**src/rtl/fb_pkg.sv**
```systemverilog
// Framebuffer geometry, colour codes and plot-sink types
// shared by the draw datapaths and the framebuffer sink.
package fb_pkg;

   localparam int SCREEN_W  = 160;
   localparam int SCREEN_H  = 120;
   localparam int FB_ADDR_W = 15;
   localparam int COLOUR_W  = 3;

   localparam logic [COLOUR_W-1:0] COL_BLACK    = 3'd0;
   localparam logic [COLOUR_W-1:0] COL_OBSTACLE = 3'd2;
   localparam logic [COLOUR_W-1:0] COL_PLAYER   = 3'd4;

   typedef enum logic [1:0] {
      S_IDLE,
      S_RD,
      S_CMP,
      S_WR
   } state_t;

   typedef struct packed {
      logic [7:0]          x;
      logic [6:0]          y;
      logic [COLOUR_W-1:0] colour;
   } plot_t;

endpackage

```
**src/rtl/plot_fifo.sv**
```systemverilog
// Small synchronous FIFO holding pending plot requests.
// Pointers carry one wrap bit to tell full from empty.
module plot_fifo #(
   parameter int DEPTH = 4,
   parameter int WIDTH = 18
) (
   input  logic             clock,
   input  logic             resetn,
   input  logic             push,
   input  logic [WIDTH-1:0] wdata,
   input  logic             pop,
   output logic [WIDTH-1:0] rdata,
   output logic             full,
   output logic             empty
);

   localparam int AW = $clog2(DEPTH);

   logic [WIDTH-1:0] mem [DEPTH];
   logic [AW:0]      wptr;
   logic [AW:0]      rptr;
   logic             do_push;
   logic             do_pop;

   assign empty   = (wptr == rptr);
   assign full    = (wptr[AW] != rptr[AW]) &&
                    (wptr[AW-1:0] == rptr[AW-1:0]);
   assign do_push = push && !full;
   assign do_pop  = pop && !empty;
   assign rdata   = mem[rptr[AW-1:0]];

   always_ff @(posedge clock or negedge resetn) begin
      if (!resetn) begin
         wptr <= '0;
         rptr <= '0;
      end else begin
         if (do_push) wptr <= wptr + 1'b1;
         if (do_pop)  rptr <= rptr + 1'b1;
      end
   end

   always_ff @(posedge clock) begin
      if (do_push) mem[wptr[AW-1:0]] <= wdata;
   end

endmodule

```
**src/rtl/plot_collision_sink.sv**
```systemverilog
// Plot stream sink: buffers plots, read-modify-writes the
// framebuffer and latches the first non-black overdraw.
module plot_collision_sink
   import fb_pkg::*;
#(
   parameter int FIFO_DEPTH = 4,
   parameter int SCREEN_W   = 160,
   parameter int X_MAX      = 159,
   parameter int Y_MAX      = 119
) (
   input  logic                 clock,
   input  logic                 resetn,
   input  logic                 plot_valid,
   output logic                 plot_ready,
   input  logic [7:0]           x,
   input  logic [6:0]           y,
   input  logic [COLOUR_W-1:0]  colour,
   output logic [FB_ADDR_W-1:0] mem_addr,
   output logic                 mem_rd_en,
   input  logic [COLOUR_W-1:0]  mem_rdata,
   output logic                 mem_wr_en,
   output logic [COLOUR_W-1:0]  mem_wdata,
   input  logic                 clear_collision,
   output logic                 collision,
   output logic [7:0]           collision_x,
   output logic [6:0]           collision_y,
   output logic [7:0]           oob_count,
   output logic                 busy
);

   localparam logic [7:0] XM = 8'(X_MAX);
   localparam logic [6:0] YM = 7'(Y_MAX);
   localparam logic [FB_ADDR_W-1:0] STRIDE =
      FB_ADDR_W'(SCREEN_W);

   state_t                 state;
   plot_t                  head;
   plot_t                  cur;
   plot_t                  in_plot;
   logic                   full;
   logic                   empty;
   logic                   pop;
   logic                   oob;
   logic                   hit;
   logic [FB_ADDR_W-1:0]   head_addr;

   assign in_plot = '{x: x, y: y, colour: colour};
   assign plot_ready = resetn && !full;
   assign pop  = (state == S_IDLE) && !empty;
   assign busy = !empty || (state != S_IDLE);
   assign oob  = (head.x > XM) || (head.y > YM);

   // Constant stride, so this reduces to (y<<7)+(y<<5)+x.
   assign head_addr = STRIDE * FB_ADDR_W'(head.y) +
                      FB_ADDR_W'(head.x);

   assign hit = (cur.colour != COL_BLACK) &&
                (mem_rdata != COL_BLACK) &&
                (mem_rdata != cur.colour);

   plot_fifo #(
      .DEPTH (FIFO_DEPTH),
      .WIDTH ($bits(plot_t))
   ) u_fifo (
      .clock  (clock),
      .resetn (resetn),
      .push   (plot_valid),
      .wdata  (in_plot),
      .pop    (pop),
      .rdata  (head),
      .full   (full),
      .empty  (empty)
   );

   always_ff @(posedge clock or negedge resetn) begin
      if (!resetn) begin
         state       <= S_IDLE;
         cur         <= '0;
         mem_addr    <= '0;
         mem_rd_en   <= 1'b0;
         mem_wr_en   <= 1'b0;
         mem_wdata   <= '0;
         collision   <= 1'b0;
         collision_x <= '0;
         collision_y <= '0;
         oob_count   <= '0;
      end else begin
         mem_rd_en <= 1'b0;
         mem_wr_en <= 1'b0;
         if (clear_collision) begin
            collision   <= 1'b0;
            collision_x <= '0;
            collision_y <= '0;
         end
         unique case (state)
            S_IDLE: begin
               if (!empty) begin
                  cur <= head;
                  if (oob) begin
                     if (oob_count != 8'hFF)
                        oob_count <= oob_count + 8'd1;
                  end else begin
                     mem_addr  <= head_addr;
                     mem_rd_en <= 1'b1;
                     state     <= S_RD;
                  end
               end
            end
            S_RD: state <= S_CMP;
            S_CMP: begin
               // A set in the clearing cycle overrides the clear.
               if (hit && (!collision || clear_collision)) begin
                  collision   <= 1'b1;
                  collision_x <= cur.x;
                  collision_y <= cur.y;
               end
               mem_wr_en <= 1'b1;
               mem_wdata <= cur.colour;
               state     <= S_WR;
            end
            S_WR: state <= S_IDLE;
            default: state <= S_IDLE;
         endcase
      end
   end

endmodule

```
**config.mk**
```make
export PLATFORM = sky130hd
export DESIGN_NAME = plot_collision_sink
export DESIGN_NICKNAME = d
export VERILOG_FILES = /design/src/rtl/fb_pkg.sv /design/src/rtl/plot_fifo.sv /design/src/rtl/plot_collision_sink.sv
export SDC_FILE = /design/constraint.sdc
export NUM_CORES = 1
export LEC_CHECK = 0
export ABC_AREA = 1
export BUFFER_PORTS_ARGS = -buffer_cell sky130_fd_sc_hd__clkbuf_2
export CORE_MARGIN = 5
export CORE_UTILIZATION = 45
export DETAILED_ROUTE_END_ITERATION = 6
export HOLD_SLACK_MARGIN = 0.02
export PLACE_DENSITY = 0.7
export RECOVER_POWER = 100
export SYNTH_ARGS = -nofsm -noshare
export SYNTH_HDL_FRONTEND = slang
export SYNTH_SLANG_ARGS = --single-unit
```
**constraint.sdc**
```tcl
create_clock -name clock -period 6.8 [get_ports clock]
set_input_delay 1.36 -clock clock [delete_from_list [all_inputs] [get_ports clock]]
set_output_delay 1.36 -clock clock [all_outputs]
set_load 0.01 [all_outputs]
```
==> results of run 1 <==
routing by layer:
metal,part of all wire,vias to the layer above,GRT usage
met1,0.45,2176,0.225
met3,0.057,15,0.0477
met5,0,-,0
met2,0.47,129,0.264
met4,0.019,0,0.0747
li1,-,2209,-
worst paths after layout:
kind	startpoint	end	slack (ns)	depth (start not counted)
worst min-delay path	mem_wdata[0]$_DFFE_PN0P_	mem_wdata[0]$_DFFE_PN0P_	0.47	2
worst max register to register	u_fifo.rptr[1]$_DFFE_PN0P_	mem_addr[1]$_DFFE_PN0P_	2.77	8
min in group asynchronous	resetn	collision_x[2]$_DFF_PN0_	2.44	2
worst min register to register	mem_wdata[0]$_DFFE_PN0P_	mem_wdata[0]$_DFFE_PN0P_	0.47	2
max in group clock	u_fifo.rptr[1]$_DFFE_PN0P_	mem_addr[1]$_DFFE_PN0P_	2.77	8
worst max-delay path	resetn	mem_addr[9]$_DFFE_PN0P_	2.34	2
stage by stage:
step           instances  utilization  hold WS (ns)
6_report             885        0.527         0.473
5_1_grt              885        0.527         0.500
4_1_cts              885        0.536         0.480
3_5_place_dp         853        0.491         0.467
3_3_place_gp         853        0.491         0.457
2_1_floorplan        622            -         0.453
worst register-to-register path: cells and delay by family, from the launching register on:
| kind | cells | cell delay [ns] |
|---|---|---|
| and+or+nand+nor | 5 | 1.62 |
| buffers and inverters | 2 | 1.20 |
| DFF | 1 | 0.66 |
| xor gates and xnor gates | 1 | 0.43 |
cells in the mapped netlist (all sizes together):
library cell	n	area share
nand2	167	0.10
nor4	1	0.00098
a31oi	4	0.0039
clkbuf	7	0.0041
nor2	49	0.030
a32oi	1	0.0014
ha	21	0.041
or2	1	0.00098
nor3	2	0.0016
fa	2	0.0063
nand4	2	0.0020
xor2	9	0.012
buf	15	0.019
o21ai	66	0.054
nand3b	3	0.0035
nand3	55	0.045
dfrtp	70	0.28
edfxtp	72	0.34
xnor2	10	0.014
a21oi	6	0.0047
inv	52	0.031
o22ai	7	0.0069
cell type report:
class | count | share of cell area
well taps | 180 | 0.0308
inverters | 52 | 0.0269
repair buffers | 73 | 0.0389
multi-input cells | 406 | 0.283
clock buffers | 18 | 0.0587
clock inverters | 14 | 0.0260
flip-flops and latches | 142 | 0.535
power groups by stage:
stage	sequential [W]	combinational (W)	clock, W
global placement	0.00138	0.00199	0
finish	0.00138	0.00199	0.000966
CTS	0.00138	0.00207	0.000978
floorplan	0.00139	0.00154	0
detailed placement	0.00139	0.00206	0
global route	0.00141	0.00229	0.00102
kinds of logic after synthesis:
logic type	after synthesis
flip-flops	142
XOR/XNOR	19
adder cells (fa/ha/maj)	23
AO/OA/AOI/OAI	84
buffers and inverters	74
AND/OR/NAND/NOR	280
state kept, by name, summed over array words and instances, names as in the netlist:
name / count
u_fifo.mem: 72
cur: 18
mem_addr: 15
collision_x: 8
oob_count: 8
collision_y: 7
mem_wdata: 3
u_fifo.rptr: 3
u_fifo.wptr: 3
state: 2
collision: 1
mem_rd_en: 1
mem_wr_en: 1
==> implementation parameters, run 1 <==
Parameter                              Value

Timing
  Transition time of the tightest slew-check pin    3.62 ns
  Final setup TNS    0 ns
  Worst-case setup margin in the final layout    2.34 ns
  Final Hold Violating Endpoints    0
  Post-route minimum period    4.46 ns
  Final max-slew violation count    128
  Share of the clock period used by the worst path after layout    0.656
  Clock Skews    0.00494 ns
  Unrepaired setup endpoints after global routing    no
  Worst slew margin    -1.42
  Finish-stage setup viols    0
  Achievable clock frequency    0.224 GHz

Clock network
  Buffers from clock root to sink, at most    2
  Cts-stage hold buffer count    0
  Number of setup buffers added after CTS    0
  Sink Count    142
  Reg clk slew, reported paths    0.06 ns
  CTS tree    built
  Post-cts sizing count    0
  Clock buffers created by TritonCTS    17
  CTS Root Cell    clkbuf_16
  H-tree level count    4
  Insertion delay of the later-clocked pin in the worst-skew pair    0.42 ns

Floorplanning
  Number of rows created at floorplan    43
  Area of the core    0.0139 mm^2
  Die height    129 um
  Die boundary width    129 um
  Starting Density    0.459
  Die ar.    0.0166 mm^2
  Top-Level Pins    71

Logic synthesis
  Area share of and/or/nand/nor cells after synthesis    0.186
  Post-synth net total    670
  Average cell area after synthesis    10.2 um^2
  Combinational family with the most area after synthesis    simple AND/OR/NAND/NOR gates
  Xor/xnor cell area share of the yosys netlist    0.0261
  Seq cells post-synth    142
  Complex-gate fraction of the synthesized area    0.0706
  Distinct cell type count of the synthesized netlist    34
  Fraction of the mapped netlist area in adder cells    0.0476
  YS warnings    0
  Share of the yosys chip area belonging to registers    0.615
  Combined area of all synthesized cells    0.00636 mm^2
  Multiplexer fraction of the synthesized cell area    0
  Post-Synthesis Cells    622

Critical path
  WP data required    6.49 ns
  Buffering stage count on the worst path with inverters included    2
  Capturing element type of the critical path    asynchronous set/reset pin
  Type of origin of the critical path    input pin
  Slowest cell on crit path    clkbuf_1
  Category of cells accounting for the largest share of critical-path delay    buffers and inverters
  Crit path DAT    4.15 ns
  Most used cell, CP    clkbuf_1
  Critical path cell sequence    clkbuf_1 -> clkbuf_1
  Kind of critical path    input pin to asynchronous set/reset pin
  Max Fanout on Critical Path    70
  Biggest cell delay along the critical path    2.59 ns

Placed design
  Quantity of I/O buffers inserted on ports    70
  Post-Place Worst Slack    3.15 ns
  Placer's final routability congestion estimate    0.798
  Sum of net half-perimeters after detailed placement    9.29 mm
  Placed Instance Area    0.00682 mm^2

Power
  Reported net switching power    0.00186 W
  Clock network power share    0.223
  Overall power after layout    0.00433 W
  Switching power share of the total    0.429
  Comb pwr share    0.459
  Sequential Power Share    0.318
  Power density of the placed cells    593 mW/mm^2
  Internal power component    0.00247 W
  Maximum VDD drop    0.000224 V
  P_leak    3.15 nW

Final layout
  Multi-input logic area    0.00207 mm^2
  Sequential cell area    0.00391 mm^2
  N_diodes    0
  Most used cells in the layout excluding fill and tap cells    163 x nand2_1, 72 x edfxtp_1, 70 x dfrtp_1
  Final net count    740
  Post-synthesis to final-layout area growth    14.8%
  Area of all placed cells without fillers    0.00731 mm^2
  Fraction of layout cells with a size suffix above 1    0.0638
  Commonest non-fill, non-tap cell in the layout    nand2_1
  FILL cells    1296

Drt
  Post-Route WL    13.6 mm
  Number of search-and-repair iterations in the first detailed-routing pass    5
  DR WL/cell    15.3 um
  Number of DRC violations after detailed routing    0
  Total via count after detailed routing    4529
  Post-DR vias/cell    5.12
  Number of antenna-violating nets in the routed design    0
  First DRT Iteration DRCs    347

Global route
  Maximum number of pins on one net before global-route repair    71
  Wire length of the first global-routing pass    22.0 mm
  Number of antenna violations at the first check in global routing    0
  Global-route congestion overflow total    0
  Via count of the first global-routing pass    4404
  Aggregate global-route resource usage    0.170

Status
  Outcome    finished with violations
  Violations in the final reports    max-capacitance violations, max-slew violations

Hold path
  Worst hold path type    flop to flop

Run
  Number of maximum-capacitance constraint violations    4
No activity file was read; power rests on OpenSTA's default activity.
==> run 2, diff against run 1 <==
==> constraint.sdc (replaced) <==
create_clock -name clock -period 4.61 [get_ports clock]
set_input_delay 0.922 -clock clock [delete_from_list [all_inputs] [get_ports clock]]
set_output_delay 0.922 -clock clock [all_outputs]
set_load 0.01 [all_outputs]
==> run 2 against run 1 <==
Compared with the run above: via count down 0.35%; first-iteration DRC count down 12%; the flow still finishes with violations (max-capacitance violations, max-slew violations); largest cell class unchanged; hold slack better by 0.0061 ns; non-clock buffer count unchanged; critical endpoint is now mem_addr[13]$_DFFE_PN0P_.
==> implementation parameters, run 2 (synthesis results as in run 1) <==
Parameter                              Value

Status
  Outcome    finished with violations
  Violations in the final reports    max-capacitance violations, max-slew violations

Clock network
  CTS Root Cell    clkbuf_16
  CTS tree    built
  Sink Count    142 (unchanged)
  H-tree level count    4 (unchanged)
  Reg clk slew, reported paths    0.06 ns (about the same)
  Post-cts sizing count    0 (unchanged)
  Number of setup buffers added after CTS    0 (unchanged)
  Clock buffers created by TritonCTS    17 (unchanged)
  Cts-stage hold buffer count    0 (unchanged)
  Insertion delay of the later-clocked pin in the worst-skew pair    0.42 ns (about the same)
  Buffers from clock root to sink, at most    2 (unchanged)

Critical path
  Minimum setup slack among reg-to-reg paths    0.66 ns (-2.11 ns)
  Worst-case reg-to-reg path depth    16 (+8)
  Reg-to-Reg Start    u_fifo.rptr[1]$_DFFE_PN0P_
  Type of origin of the critical path    flop
  Biggest cell delay along the critical path    0.80 ns (-1.79 ns)
  Capturing element type of the critical path    flop
  Start point of the critical path    u_fifo.rptr[1]$_DFFE_PN0P_
  WP data required    4.97 ns (-1.52 ns)
  Critical R2R Capture    mem_addr[13]$_DFFE_PN0P_
  Max Fanout on Critical Path    22 (-69%)
  Kind of critical path    flop to flop
  Most used cell, CP    nand2_1
  Crit path DAT    4.31 ns (+0.16 ns)
  Slowest cell on crit path    dfrtp_1
  Worst setup path endpoint    mem_addr[13]$_DFFE_PN0P_
  Critical path cell sequence    inv_1 -> a32oi_1 -> ha_1 -> ha_1 -> fa_1 -> nand2_1 -> inv_1 -> nor2_1 -> nand2_1 -> nor2_1 -> nand2_1 -> nor2_1 -> nand2_1 -> nand2_1 -> nand2_1 -> nand2_1

Global route
  Wire length of the first global-routing pass    21.6 mm (-1.6%)
  Global-route congestion overflow total    0 (unchanged)
  Maximum number of pins on one net before global-route repair    71 (unchanged)
  Aggregate global-route resource usage    0.167 (-0.00302)
  Number of antenna violations at the first check in global routing    0 (unchanged)
  Via count of the first global-routing pass    4446 (+0.95%)

Drt
  Total via count after detailed routing    4513 (-0.35%)
  Number of antenna-violating nets in the routed design    0 (unchanged)
  First DRT Iteration DRCs    307 (-12%)
  Number of search-and-repair iterations in the first detailed-routing pass    5 (unchanged)
  DR WL/cell    15.0 um (-1.9%)
  Post-Route WL    13.3 mm (-1.9%)
  Post-DR vias/cell    5.10 (-0.35%)
  Number of DRC violations after detailed routing    0 (unchanged)

Final layout
  Fraction of layout cells with a size suffix above 1    0.0695 (+0.00567)
  FILL cells    1279 (-1.3%)
  Max reg flops    72 (unchanged)
  Final net count    740 (unchanged)
  Most used cells in the layout excluding fill and tap cells    163 x nand2_1, 72 x edfxtp_1, 70 x dfrtp_1
  Commonest non-fill, non-tap cell in the layout    nand2_1
  Sequential cell area    0.00391 mm^2 (unchanged)
  Multi-input logic area    0.00208 mm^2 (+0.24%)
  N_diodes    0 (unchanged)
  Area of all placed cells without fillers    0.00729 mm^2 (-0.31%)
  Post-synthesis to final-layout area growth    14.5%
  Post-layout util    0.525 (-0.00162)

Timing
  Unrepaired setup endpoints after global routing    no
  Worst slew margin    -0.181 (+1.24)
  Share of the clock period used by the worst path after layout    0.857
  Achievable clock frequency    0.253 GHz
  Post-route minimum period    3.95 ns
  Finish-stage setup viols    0 (unchanged)
  Final max-slew violation count    128 (unchanged)
  Final setup TNS    0 ns (unchanged)
  Hold WS    0.479 ns (+0.00607 ns)
  Clock Skews    0.00914 ns (+0.00420 ns)
  Transition time of the tightest slew-check pin    1.76 ns (-1.86 ns)
  Final Hold Violating Endpoints    0 (unchanged)

Run
  Number of maximum-capacitance constraint violations    4 (unchanged)

Floorplanning
  Starting Density    0.459 (unchanged)
  Die boundary width    129 um (unchanged)
  Area of the core    0.0139 mm^2 (unchanged)
  Top-Level Pins    71 (unchanged)
  Number of rows created at floorplan    43 (unchanged)
  Die height    129 um (unchanged)
  Die ar.    0.0166 mm^2 (unchanged)

Placed design
  Placer's final routability congestion estimate    0.837 (+4.9%)
  Sum of net half-perimeters after detailed placement    9.06 mm (-2.5%)
  Quantity of I/O buffers inserted on ports    70 (unchanged)
  Placed Instance Area    0.00682 mm^2 (unchanged)

Hold path
  Worst hold path type    flop to flop
-- run 2: changes by cell type in the layout (fill, tap and decap cells not counted), sizes merged --
cell | before | now
clkinv | 8 | 3
clkinvlp | 1 | 4
clkbuf | 90 | 92
bufinv | 4 | 2
inv | 53 | 55
-- run 2: worst min-delay path by stage --
stage / startpoint / end / depth (start not counted)
final: mem_wdata[0]$_DFFE_PN0P_ / mem_wdata[0]$_DFFE_PN0P_ / 2
after global routing: cur[15]$_DFFE_PN0P_ / cur[15]$_DFFE_PN0P_ / 2
after CTS: mem_wdata[0]$_DFFE_PN0P_ / mem_wdata[0]$_DFFE_PN0P_ / 2
after detailed placement: mem_wdata[0]$_DFFE_PN0P_ / mem_wdata[0]$_DFFE_PN0P_ / 2
after global placement: mem_wdata[2]$_DFFE_PN0P_ / mem_wdata[2]$_DFFE_PN0P_ / 2
after floorplan: cur[15]$_DFFE_PN0P_ / cur[15]$_DFFE_PN0P_ / 2
-- run 2: through the flow --
stage / worst slack (ns) / std cells
CTS: 0.928 / 885
floorplan: 1.56 / 622
global placement: 1.08 / 853
global route: 0.335 / 885
detailed placement: 0.942 / 853
finish: 0.661 / 885
-- run 2: per-layer routing --
| metal | share of wire | routed length, um | track usage | up-vias |
|---|---|---|---|---|
| met4 | 0.011 | 153 | 0.0556 | 0 |
| met2 | 0.47 | 6290 | 0.275 | 96 |
| met5 | 0 | 0 | 0 | - |
| met1 | 0.46 | 6180 | 0.219 | 2187 |
| li1 | - | - | - | 2217 |
| met3 | 0.052 | 692 | 0.0394 | 13 |
-- run 2: worst max-delay path, delay by kind of cell, from the launching register on --
kind                       cells  cell delay, ns
AOI/OAI and AO/OA              1            0.51
adders and majority gates      3            0.94
DFF                            1            0.80
and+or+nand+nor               10            1.02
buffers and inverters          2            0.60
-- run 2: layout make-up --
class,count,area share
flip-flops and latches,142,0.537
clock inverters,12,0.0184
multi-input cells,406,0.285
clock buffers,20,0.0627
well taps,180,0.0309
inverters,52,0.0270
repair buffers,73,0.0391
Power of run 2 is left out: the tool's default activity adds up to more than one toggle a clock period on the data nets, which glitch-free logic cannot reach.
==> run 3, diff against run 2 <==
--- a/config.mk
+++ b/config.mk
@@ -6,7 +6,7 @@
 export NUM_CORES = 1
 export LEC_CHECK = 0
 export ABC_AREA = 1
-export BUFFER_PORTS_ARGS = -buffer_cell sky130_fd_sc_hd__clkbuf_2
+export BUFFER_PORTS_ARGS = -buffer_cell sky130_fd_sc_hd__buf_2
 export CORE_MARGIN = 5
 export CORE_UTILIZATION = 45
 export DETAILED_ROUTE_END_ITERATION = 6
==> run 3 against run 2 <==
Compared with the run above: the run still ends with max-capacitance violations, max-slew violations left; die area stayed put; setup slack worse by 0.048 ns; clock-buffer cell count is 2 higher; cell count stayed put; critical path depth stayed put; core utilization is 0.13 points lower; wire length is 0.72% lower; clock skew is 0.0041 ns lower; hold slack worse by 0.00083 ns; first-iteration DRC count is 3.9% lower; sequential share of layout area is 0.13 points higher; cell area is 0.24% lower; critical endpoint unchanged.
==> implementation parameters, run 3 (synthesis results as in run 1) <==
Parameter                              Value

Status
  Outcome    finished with violations
  Violations in the final reports    max-capacitance violations, max-slew violations

Final layout
  Most used cells in the layout excluding fill and tap cells    163 x nand2_1, 72 x edfxtp_1, 70 x dfrtp_1
  Max reg flops    72 (unchanged)
  Fraction of layout cells with a size suffix above 1    0.0681 (-0.00142)
  FILL cells    1286 (+0.55%)
  Post-synthesis to final-layout area growth    14.2%
  Final net count    740 (unchanged)
  Sequential cell area    0.00391 mm^2 (unchanged)
  Multi-input logic area    0.00208 mm^2 (unchanged)
  Commonest non-fill, non-tap cell in the layout    nand2_1
  Post-layout util    0.524 (-0.00126)
  N_diodes    0 (unchanged)

Timing
  Final Hold Violating Endpoints    0 (unchanged)
  Worst-case setup margin in the final layout    0.613 ns (-0.0485 ns)
  Unrepaired setup endpoints after global routing    no
  Final max-slew violation count    128 (unchanged)
  Achievable clock frequency    0.250 GHz (-1.2%)
  Clock Skews    0.00507 ns (-0.00407 ns)
  Transition time of the tightest slew-check pin    1.78 ns (+0.0128 ns)
  Finish-stage setup viols    0 (unchanged)
  Final setup TNS    0 ns (unchanged)
  Worst slew margin    -0.189 (-0.00859)
  Post-route minimum period    4.00 ns (+0.0485 ns)
  Share of the clock period used by the worst path after layout    0.867 (+0.0105)

Clock network
  Number of setup buffers added after CTS    0 (unchanged)
  Post-cts sizing count    0 (unchanged)
  Buffers from clock root to sink, at most    2 (unchanged)
  Reg clk slew, reported paths    0.06 ns (about the same)
  Cts-stage hold buffer count    0 (unchanged)
  H-tree level count    4 (unchanged)
  CTS Root Cell    clkbuf_16
  Clock buffers created by TritonCTS    17 (unchanged)
  Sink Count    142 (unchanged)
  Insertion delay of the later-clocked pin in the worst-skew pair    0.42 ns (about the same)
  CTS tree    built

Drt
  Number of search-and-repair iterations in the first detailed-routing pass    5 (unchanged)
  Number of antenna-violating nets in the routed design    0 (unchanged)
  Total via count after detailed routing    4450 (-1.4%)
  DR WL/cell    14.9 um (-0.72%)
  Number of DRC violations after detailed routing    0 (unchanged)
  First DRT Iteration DRCs    295 (-3.9%)
  Post-DR vias/cell    5.03 (-1.4%)
  Post-Route WL    13.2 mm (-0.72%)

Critical path
  Critical R2R Capture    mem_addr[13]$_DFFE_PN0P_
  Type of origin of the critical path    flop
  WP data required    4.97 ns (about the same)
  Capturing element type of the critical path    flop
  Kind of critical path    flop to flop
  Max Fanout on Critical Path    22 (unchanged)
  Reg-to-Reg Start    u_fifo.rptr[1]$_DFFE_PN0P_
  Crit path DAT    4.36 ns (+0.05 ns)
  Minimum setup slack among reg-to-reg paths    0.61 ns (-0.05 ns)
  Worst-case reg-to-reg path depth    16 (unchanged)

Global route
  Global-route congestion overflow total    0 (unchanged)
  Wire length of the first global-routing pass    21.3 mm (-1.3%)
  Maximum number of pins on one net before global-route repair    71 (unchanged)
  Aggregate global-route resource usage    0.166 (-0.000868)
  Via count of the first global-routing pass    4281 (-3.7%)
  Number of antenna violations at the first check in global routing    0 (unchanged)

Floorplanning
  Area of the core    0.0139 mm^2 (unchanged)
  Number of rows created at floorplan    43 (unchanged)
  Top-Level Pins    71 (unchanged)
  Die boundary width    129 um (unchanged)
  Die height    129 um (unchanged)
  Die ar.    0.0166 mm^2 (unchanged)
  Starting Density    0.459 (unchanged)

Placed design
  Quantity of I/O buffers inserted on ports    70 (unchanged)
  Post-Place Worst Slack    0.873 ns (-0.0688 ns)
  Placer's final routability congestion estimate    0.836 (-0.17%)
  Sum of net half-perimeters after detailed placement    8.99 mm (-0.76%)

Hold path
  Worst hold endpoint    mem_addr[10]$_DFFE_PN0P_
  Worst Hold Path Cells    2 (unchanged)
  Critical hold path startpoint    mem_addr[10]$_DFFE_PN0P_
  Worst hold path type    flop to flop

Run
  Number of maximum-capacitance constraint violations    4 (unchanged)
[run 3: changes by cell type in the layout (fill, tap and decap cells not counted), sizes merged]
cell / change
buf: +5
clkinv: +4
inv: -4
clkbuf: -3
bufinv: -1
clkinvlp: -1
[run 3: critical path, stage by stage (launching register included)]
cell and delay [ns]:
dfrtp_1 0.78, inv_1 0.53, a32oi_1 0.51, ha_1 0.31, ha_1 0.24, fa_1 0.41
nand2_1 0.09, inv_1 0.04, nor2_1 0.26, nand2_1 0.12, nor2_1 0.20, nand2_1 0.12
nor2_1 0.10, nand2_1 0.06, nand2_1 0.05, nand2_1 0.04, nand2_1 0.07
[run 3: worst max path at each step]
stage / start / to / slack [ns] / cells after the start
CTS: u_fifo.rptr[1]$_DFFE_PN0P_ / mem_addr[13]$_DFFE_PN0P_ / 0.87 / 16
global route: u_fifo.rptr[1]$_DFFE_PN0P_ / mem_addr[13]$_DFFE_PN0P_ / 0.27 / 17
global placement: u_fifo.rptr[1]$_DFFE_PN0P_ / mem_addr[13]$_DFFE_PN0P_ / 1.09 / 16
detailed placement: u_fifo.rptr[1]$_DFFE_PN0P_ / mem_addr[13]$_DFFE_PN0P_ / 0.87 / 16
finish: u_fifo.rptr[1]$_DFFE_PN0P_ / mem_addr[13]$_DFFE_PN0P_ / 0.61 / 16
floorplan: u_fifo.rptr[0]$_DFFE_PN0P_ / mem_addr[13]$_DFFE_PN0P_ / 1.56 / 19
[run 3: final cells by class]
| class | count | share of cell area |
|---|---|---|
| inverters | 52 | 0.0270 |
| flip-flops and latches | 142 | 0.538 |
| well taps | 180 | 0.0310 |
| repair buffers | 73 | 0.0392 |
| multi-input cells | 406 | 0.286 |
| clock buffers | 22 | 0.0668 |
| clock inverters | 10 | 0.0120 |
[run 3: per-stage QoR]
stage	instances	cell area, um^2	hold slack (ns)
after floorplan	622	6360	0.453
after global placement	853	6820	0.450
after detailed placement	853	6820	0.461
after CTS	885	7390	0.475
after global routing	885	7270	0.500
final	885	7270	0.478
[run 3: metal layers]
metal  global-route usage  share of wire  vias up
li1                     -              -     2213
met1                0.221           0.45     2097
met2                0.263           0.47      125
met3               0.0444          0.064       15
met4               0.0618          0.016        0
met5                    0              0        -
Power of run 3 is left out for the same reason.
